### src/rtl/tokens_pkg.sv
// tokens_pkg: DDP result token layout, receiver states and field helpers
package tokens_pkg;
    localparam int TOKEN_W = 62;
    localparam int LR_BIT = 61;
    localparam int UNI_BIT = 60;
    localparam int MEMW_HI = 59;
    localparam int MEMW_LO = 58;
    localparam int NODE_HI = 57;
    localparam int NODE_LO = 44;
    localparam int GEN_HI = 43;
    localparam int GEN_LO = 32;
    localparam int OPR_HI = 31;
    localparam int OPR_LO = 0;
    typedef logic [TOKEN_W-1:0] token_t;
    typedef enum logic [1:0] {IDLE, RECV, DONE} rx_state_t;
    function automatic logic get_lr(input token_t t);
        return t[LR_BIT];
    endfunction
    function automatic logic get_uni(input token_t t);
        return t[UNI_BIT];
    endfunction
    function automatic logic [1:0] get_memw(input token_t t);
        return t[MEMW_HI:MEMW_LO];
    endfunction
    function automatic logic [13:0] get_node(input token_t t);
        return t[NODE_HI:NODE_LO];
    endfunction
    function automatic logic [11:0] get_gen(input token_t t);
        return t[GEN_HI:GEN_LO];
    endfunction
    function automatic logic [31:0] get_opr(input token_t t);
        return t[OPR_HI:OPR_LO];
    endfunction
endpackage

### src/rtl/token_fifo.sv
// token_fifo: synchronous first-word-fall-through FIFO, DEPTH a power of two
module token_fifo #(
    parameter int W = 62,
    parameter int DEPTH = 16
) (
    input  logic         clk,
    input  logic         rst,
    input  logic         wr_en,
    input  logic [W-1:0] din,
    output logic         full,
    input  logic         rd_en,
    output logic [W-1:0] dout,
    output logic         empty
);
    localparam int AW = $clog2(DEPTH);
    logic [W-1:0] mem [DEPTH];
    logic [AW:0] wp, rp;
    logic wr_ok, rd_ok;
    assign empty = wp == rp;
    assign full = (wp[AW] != rp[AW]) && (wp[AW-1:0] == rp[AW-1:0]);
    assign wr_ok = wr_en && !full;
    assign rd_ok = rd_en && !empty;
    assign dout = empty ? '0 : mem[rp[AW-1:0]];
    always_ff @(posedge clk) begin
        if (wr_ok) mem[wp[AW-1:0]] <= din;
    end
    always_ff @(posedge clk) begin
        if (rst) begin
            wp <= '0;
            rp <= '0;
        end else begin
            if (wr_ok) wp <= wp + 1'b1;
            if (rd_ok) rp <= rp + 1'b1;
        end
    end
endmodule

### src/rtl/token_receiver.sv
// token_receiver: 2-phase DDP token sink with FIFO, token count and opr sum
module token_receiver #(
    parameter int TOKEN_W = 62,
    parameter int FIFO_DEPTH = 16,
    parameter int SYNC_STAGES = 2,
    parameter int CNT_W = 16
) (
    input  logic               clk,
    input  logic               rst,
    input  logic               send_i_tr,
    input  logic [TOKEN_W-1:0] token_i_tr,
    output logic               ack_o_tr,
    input  logic               start_i_tr,
    input  logic [CNT_W-1:0]   expect_num_i_tr,
    input  logic               rd_en_i_tr,
    output logic [TOKEN_W-1:0] token_o_tr,
    output logic               valid_o_tr,
    output logic [CNT_W-1:0]   count_o_tr,
    output logic [31:0]        opr_sum_o_tr,
    output logic               recv_done_o_tr,
    output logic               extra_o_tr
);
    import tokens_pkg::*;
    rx_state_t state, state_n;
    logic [SYNC_STAGES-1:0] sync;
    logic [CNT_W-1:0] expect_q, count_inc;
    logic send_s, pending, full, empty, accept;
    assign send_s = sync[SYNC_STAGES-1];
    assign pending = send_s ^ ack_o_tr;
    assign accept = pending && state != IDLE && !full;
    assign count_inc = &count_o_tr ? count_o_tr : count_o_tr + 1'b1;
    assign valid_o_tr = !empty;
    assign recv_done_o_tr = state == DONE;
    // The registered count check also finishes a zero-length run one cycle after start.
    always_comb begin
        state_n = start_i_tr ? RECV
                : (state == RECV && ((accept && count_inc == expect_q) || count_o_tr == expect_q)) ? DONE
                : state;
    end
    always_ff @(posedge clk) begin
        if (rst) begin
            state <= IDLE;
            sync <= '0;
            ack_o_tr <= 1'b0;
            count_o_tr <= '0;
            opr_sum_o_tr <= '0;
            extra_o_tr <= 1'b0;
            expect_q <= '0;
        end else begin
            state <= state_n;
            sync <= {sync[SYNC_STAGES-2:0], send_i_tr};
            if (accept) ack_o_tr <= ~ack_o_tr;
            if (start_i_tr) begin
                count_o_tr <= '0;
                opr_sum_o_tr <= '0;
                extra_o_tr <= 1'b0;
                expect_q <= expect_num_i_tr;
            end else if (accept) begin
                count_o_tr <= count_inc;
                opr_sum_o_tr <= opr_sum_o_tr + get_opr(token_i_tr);
                if (state == DONE) extra_o_tr <= 1'b1;
            end
        end
    end
    token_fifo #(.W(TOKEN_W), .DEPTH(FIFO_DEPTH)) u_fifo (
        .clk(clk),
        .rst(rst),
        .wr_en(accept),
        .din(token_i_tr),
        .full(full),
        .rd_en(rd_en_i_tr),
        .dout(token_o_tr),
        .empty(empty)
    );
endmodule
### config.mk
export PLATFORM = sky130hd
export DESIGN_NAME = token_receiver
export DESIGN_NICKNAME = d
export VERILOG_FILES = /design/src/rtl/tokens_pkg.sv /design/src/rtl/token_fifo.sv /design/src/rtl/token_receiver.sv
export SDC_FILE = /design/constraint.sdc
export NUM_CORES = 1
export LEC_CHECK = 0
export CAP_MARGIN = 25
export CELL_PAD_IN_SITES_DETAIL_PLACEMENT = 0
export CELL_PAD_IN_SITES_GLOBAL_PLACEMENT = 2
export CORE_MARGIN = 2
export CORE_UTILIZATION = 41
export CTS_BUF_LIST = sky130_fd_sc_hd__clkbuf_4
export CTS_CLUSTER_DIAMETER = 100
export CTS_CLUSTER_SIZE = 8
export DETAILED_ROUTE_END_ITERATION = 8
export DONT_BUFFER_PORTS = 1
export MAX_ROUTING_LAYER = met4
export PLACE_DENSITY_LB_ADDON = 0.1
export REMOVE_ABC_BUFFERS = 1
export SLEW_MARGIN = 20
export SYNTH_ARGS = -nofsm -noshare
export SYNTH_HDL_FRONTEND = slang
export SYNTH_SLANG_ARGS = --single-unit
### constraint.sdc
create_clock -name clk -period 6.9 [get_ports clk]
set_clock_uncertainty 0.05 [all_clocks]
set_input_delay 0.345 -clock clk [delete_from_list [all_inputs] [get_ports clk]]
set_output_delay 0.345 -clock clk [all_outputs]
set_load 0.05 [all_outputs]
# After elaboration in Yosys (flattened, before gate mapping)
# Memories as Yosys holds them, arrays and structs flattened. A register that Yosys moved wholly into a read port is not among the register bits.
# Index checks and enable logic that the tools add are counted.
[totals]
elab_cells = 47
in_bits = 83
mem_count = 1
ramBits = 992
regBits = 80
[memory_table]
columns = ["memory", "words", "width", "rd", "rd_ports_with_merged_regs", "wr", "line", "rtl"]
rows = [
  ["u_fifo.mem", 16, 62, 1, 1, 1, "token_fifo.sv:16", "logic [W-1:0] mem [DEPTH];"],
]
[op_classes]
mux = 8
reduce_logical = 15
n_bitwise = 2
eq_ne = 7
addsub = 4
[ops]
columns = ["cell", "count"]
rows = [
  ["$mux W62", 1],
  ["$add A32 B32 Y32", 1],
  ["$eq A16 B16 Y1", 2],
  ["$add A16 B1 Y16 const B", 1],
  ["$mux W16", 1],
  ["$reduce_and A16 Y1", 1],
  ["$add A5 B1 Y5 const B", 2],
  ["$mux W4", 2],
  ["$logic_and A1 B1 Y1", 7],
  ["$eq A5 B5 Y1", 1],
  ["$eq A4 B4 Y1", 1],
  ["$mux W1", 4],
  ["$reduce_bool A2 Y1", 2],
  ["$eq A2 B1 Y1 const B", 1],
  ["$eq A2 B2 Y1 const B", 1],
  ["$logic_not A1 Y1", 2],
  ["$reduce_and A2 Y1", 1],
  ["$reduce_or A2 Y1", 1],
  ["$logic_or A1 B1 Y1", 1],
  ["$ne A1 B1 Y1", 1],
  ["$not A1 Y1", 1],
  ["$xor A1 B1 Y1", 1],
]

# Longest topological paths before layout
[depth]
ltp_word = 9
ltp_mapped = 12

# Hierarchy
# Synthesis repeated with hierarchy kept, for this count alone.
[unflattened]
cells_unflattened = 2227
hier_area_um2 = 42936.2
[by_module_without_submodules]
columns = ["module", "seq_area_each_um2", "area_per_inst_um2", "instances", "cells_each"]
rows = [
  ["token_fifo", 30068.8, 38221.7, 1, 1627],
  ["token_receiver", 1401.3, 4714.5, 1, 600],
]

# Worst setup path after synthesis
# OpenSTA, ideal clock, no wires.
[synth_path]
kind = "flip-flop to flip-flop"
start = "reg ack_o_tr"
end = "mem u_fifo.mem[0][0] (enable)"
t_required_ns = 6.291
arrival_ns = 6.015
setup_ns = 0.559
path_stages_with_launch = 7
setup_slack_ns = 0.277
path_buffers = 2
period_less_slack_ns = 6.623
cell_sequence = "dfxtp_1 xnor2_1 nor3_1 clkbuf_1 buf_1 nand2_1 nor3_1"
[synth_via]
elab_chain_len = 6
[synth_lines]
columns = ["element", "line", "rtl"]
rows = [
  ["from (decl)", "token_receiver.sv:12", "output logic ack_o_tr,"],
  ["from (signal assigned)", "token_receiver.sv:52", "if (accept) ack_o_tr <= ~ack_o_tr;"],
  ["$xor A1 B1 Y1", "token_receiver.sv:29", "assign pending = send_s ^ ack_o_tr;"],
  ["$logic_and A1 B1 Y1 (2 in series)", "token_receiver.sv:30", "assign accept = pending && state != IDLE && !full;"],
  ["$logic_and A1 B1 Y1", "token_fifo.sv:21", "assign wr_ok = wr_en && !full;"],
  ["$mux W1", "token_fifo.sv:25", "if (wr_ok) mem[wp[AW-1:0]] <= din;"],
  ["$mux W1 (not written as such)", "token_fifo.sv:25", ""],
  ["to (decl)", "token_fifo.sv:16", ""],
]
# No other way between the ends.

==> flow_summary_export.csv <==
group,metric,value,unit
floorplanning,placementRows,118,
critical_path,cp_cell_sequence,"buf_12 > mux4_2 > mux4_2 > nor2b_1",
critical_path,crit_arrival,4110,ps
routing,drc_errors_left,0,
grt,grt_antenna_before_repair,19,
logic_synthesis,top_area_cell_type_share_of_the_netlist_area,69.3,%
critical_path,timing.critical_path.fanout_max,103,
run_status,result_of_the_run,"finished, final reports clean",
sta,fin_ws,2400,ps
logic_synthesis,synth_top_area_cell,"edfxtp_1",
finish,layout-drive-gt1-share,24.9,%
finish,final.fill_count,8813,
finish,multiInputGateArea,11100,µm²
sta,timing_hold_violations_final,0,
min_path,timing.hold.worst.class,"input pin to flop",
sta,maxClockFrequency,222,MHz
grt,vias_in_the_first_global_route,22600,
routing,wl_per_cell,27.9,µm
min_path,min_from,"rst",
cts,postCtsSetupBuffers,0,
routing,antenna_violating_nets_post_route,0,
critical_path,slowest_cell_on_the_critical_path,"dfxtp_4",
power,netSwitchingFraction,23.2,%
sta,timing.max_slew.rel_slack,31.5,%
power,comb_power_share,7.3,%
cts,cts.sinks,1076,
sta,slew_viol_final,0,
finish,final_common_cell,"edfxtp_1",
cts,clock_tree.root_cell,"clkbuf_4",
sta,whs,148,ps
grt,grt_usage,20.6,%
sta,worst_slew_pin_slew,1030,ps
logic_synthesis,synth_warnings,0,
placement,placement.io_buffers,0,
finish,area.growth.synth_to_final,11.1,%
floorplanning,overall_die_area,107000,µm²
sta,finalSetupViolations,0,
logic_synthesis,synth.top_cells.by_area,"edfxtp_1, mux4_2, dfxtp_1, ha_1, nor2b_1",
sta,final.min_clock_period,4500,ps
critical_path,timing.setup.critical_path_class,"flop to output pin",
power,leakage_power_total,14.5,nW
floorplanning,initial_utilization,41.4,%
placement,placement.setup.worst_slack,2960,ps
flow_run,max_cap_viol_count,0,
logic_synthesis,synth.lib_cells_used.distinct,57,
floorplanning,design.portCount,197,
placement,dp_wirelength,58800,µm
power,pwr-share-seq,62.3,%
critical_path,r2r_start,"ack_o_tr",
cts,max-clock-path-buffers,3,
critical_path,cpPeakStageDelay,720,ps
grt,grt_pass1_wl,155000,µm
power,share_clk_of_total_power,30.4,%
finish,final_nets,2461,
cts,ctsHtreeMaxLevel,4,
logic_synthesis,netlist_instances,2129,
power,power.ir.vdd_worst,0.000127,V
logic_synthesis,async_flop_share,0,%
routing,pre_repair_dr_iteration_count,5,
cts,clock_latency,1070,ps
grt,grt_start_max_net_pins,104,
routing,via_count,21200,
sta,rsz_0062_raised_after_global_routing,"no",
min_path,min_path_cells,3,
cts,clk_transition_reported_paths,100,ps
power,p_int,8.83,mW
logic_synthesis,top_flip_flop_cell_by_instance_count_after_synthesis,"edfxtp_1",
finish,finish.instance_area,47700,µm²
critical_path,path_common_cell,"mux4_2",
floorplanning,core-area,104000,µm²
cts,tritoncts,"built",
power,power.net_switching,2.67,mW
routing,drt_wl_total,105000,µm
logic_synthesis,synth_seq_cells,1076,
cts,tritoncts.num_buffers,152,
critical_path,worstPathRequired,6500,ps
critical_path,rr_worst_depth,5,
grt,globalRouteOverflowTotal,0,
critical_path,worst_setup_path_end_kind,"output pin",
logic_synthesis,synth_enable_flop_cells,992,
floorplanning,die_width,328,µm
routing,vias_per_instance,5.61,
power,pwr_density_cell,241,nW/µm²
logic_synthesis,synth_seq_area_share,73.2,%
finish,highest_count_cells_in_the_layout_ignoring_fill_and_taps,"edfxtp_1, mux4_2, clkbuf_4",
sta,post-route-period-util,65.2,%
placement,placed_area,44800,µm²
logic_synthesis,syn_avg_cell_area,20.2,µm²
routing,first_iter_violations,1562,
finish,ff_latch_area,31500,µm²
placement,finalWeightedCongestion,0.765,
floorplanning,fp.dieH,328,µm
logic_synthesis,syn_area,43000,µm²
critical_path,crit_path_start_kind,"flop",
-- through the flow --
stage                     std cells  total power, mW  utilization (%)  TNS [ps]
after global placement         3444             8.02             43.1         0
after global routing           3769             12.0             46.0         0
after CTS                      3750             11.7             45.8         0
after detailed placement       3448             8.02             43.2         0
final                          3776             11.5             46.0         0
after floorplan                2023             7.99                -   -623790
-- final cells by class --
| cell class | instances | area share [%] |
|---|---|---|
| flip-flops and latches | 1076 | 66.0 |
| multi-input cells | 935 | 23.3 |
| repair buffers | 163 | 3.69 |
| well taps | 1380 | 3.62 |
| clock buffers | 178 | 2.80 |
| clock inverters | 13 | 0.409 |
| diodes | 19 | 0.0996 |
| inverters | 12 | 0.0944 |
-- worst max-delay path, delay by kind of cell (launching register included) --
| family | cells | cell delay [ps] |
|---|---|---|
| muxes | 2 | 1160 |
| DFF | 1 | 720 |
| buffers and inverters | 1 | 630 |
| and+or+nand+nor | 1 | 340 |
-- power groups by stage --
| stage | Sequential, mW | Clock, mW | Combinational, mW |
|---|---|---|---|
| after detailed placement | 7.31 | 0 | 0.708 |
| after global placement | 7.31 | 0 | 0.705 |
| final | 7.16 | 3.49 | 0.842 |
| after floorplan | 7.37 | 0 | 0.620 |
| after CTS | 7.16 | 3.65 | 0.864 |
| after global routing | 7.17 | 3.90 | 0.910 |
-- cell usage after synthesis (6+ instances only) --
cell      number
mux4_2       310
nor2b_1       69
nand2_1       75
xor2_1        34
o21bai_1       6
and2_1         6
a21oi_1       55
buf_1          6
mux2i_1       28
dfxtp_1       84
inv_1         12
xnor2_1       35
nand2b_1       6
nor2_1        79
and3_1         7
a21o_1        17
nor3_1        18
ha_1          37
nand3_1       32
clkbuf_1      68
edfxtp_1     992
or3_1          8
buf_2         29
nand4_1       15
o211ai_1       6
o21ai_0       27
-- worst paths after layout --
check                                         end  slack, ps
worst max-delay path               token_o_tr[18]       2400
worst min-delay path                      sync[1]        150
worst max register to register  u_fifo.mem[15][5]       3020
worst min register to register            sync[1]        410
-- timing repair --
item,CTS,global route
hold endpoints to repair,1076,0
hold buffers,111,0
resized for setup,0,0
-- cell families after synthesis --
family | Yosys count | synth area share, %
and+or+nand+nor | 346 | 4.12
DFF | 1076 | 73.2
buffers and inverters | 118 | 1.16
xor gates and xnor gates | 69 | 1.41
AOI/OAI and AO/OA | 144 | 2.04
muxes | 338 | 16.9
adders and majority gates | 38 | 1.12
-- metal layers --
layer  wire, µm  GRT usage [%]
met1      45200           27.2
met2      51700           32.6
met3       6610           4.44
met4       1760           5.19
met5          0              -
-- state kept, by name, summed over array words and instances, names as in the netlist, named ones only --
| signal | flops |
|---|---|
| expect_q | 16 |
| u_fifo.wp | 5 |
| u_fifo.rp | 5 |
| u_fifo.mem | 992 |
| count_o_tr | 16 |
| extra_o_tr | 1 |
| opr_sum_o_tr | 32 |
| sync | 2 |
| state | 2 |
| ack_o_tr | 1 |
(Power assumes the default switching activity.)
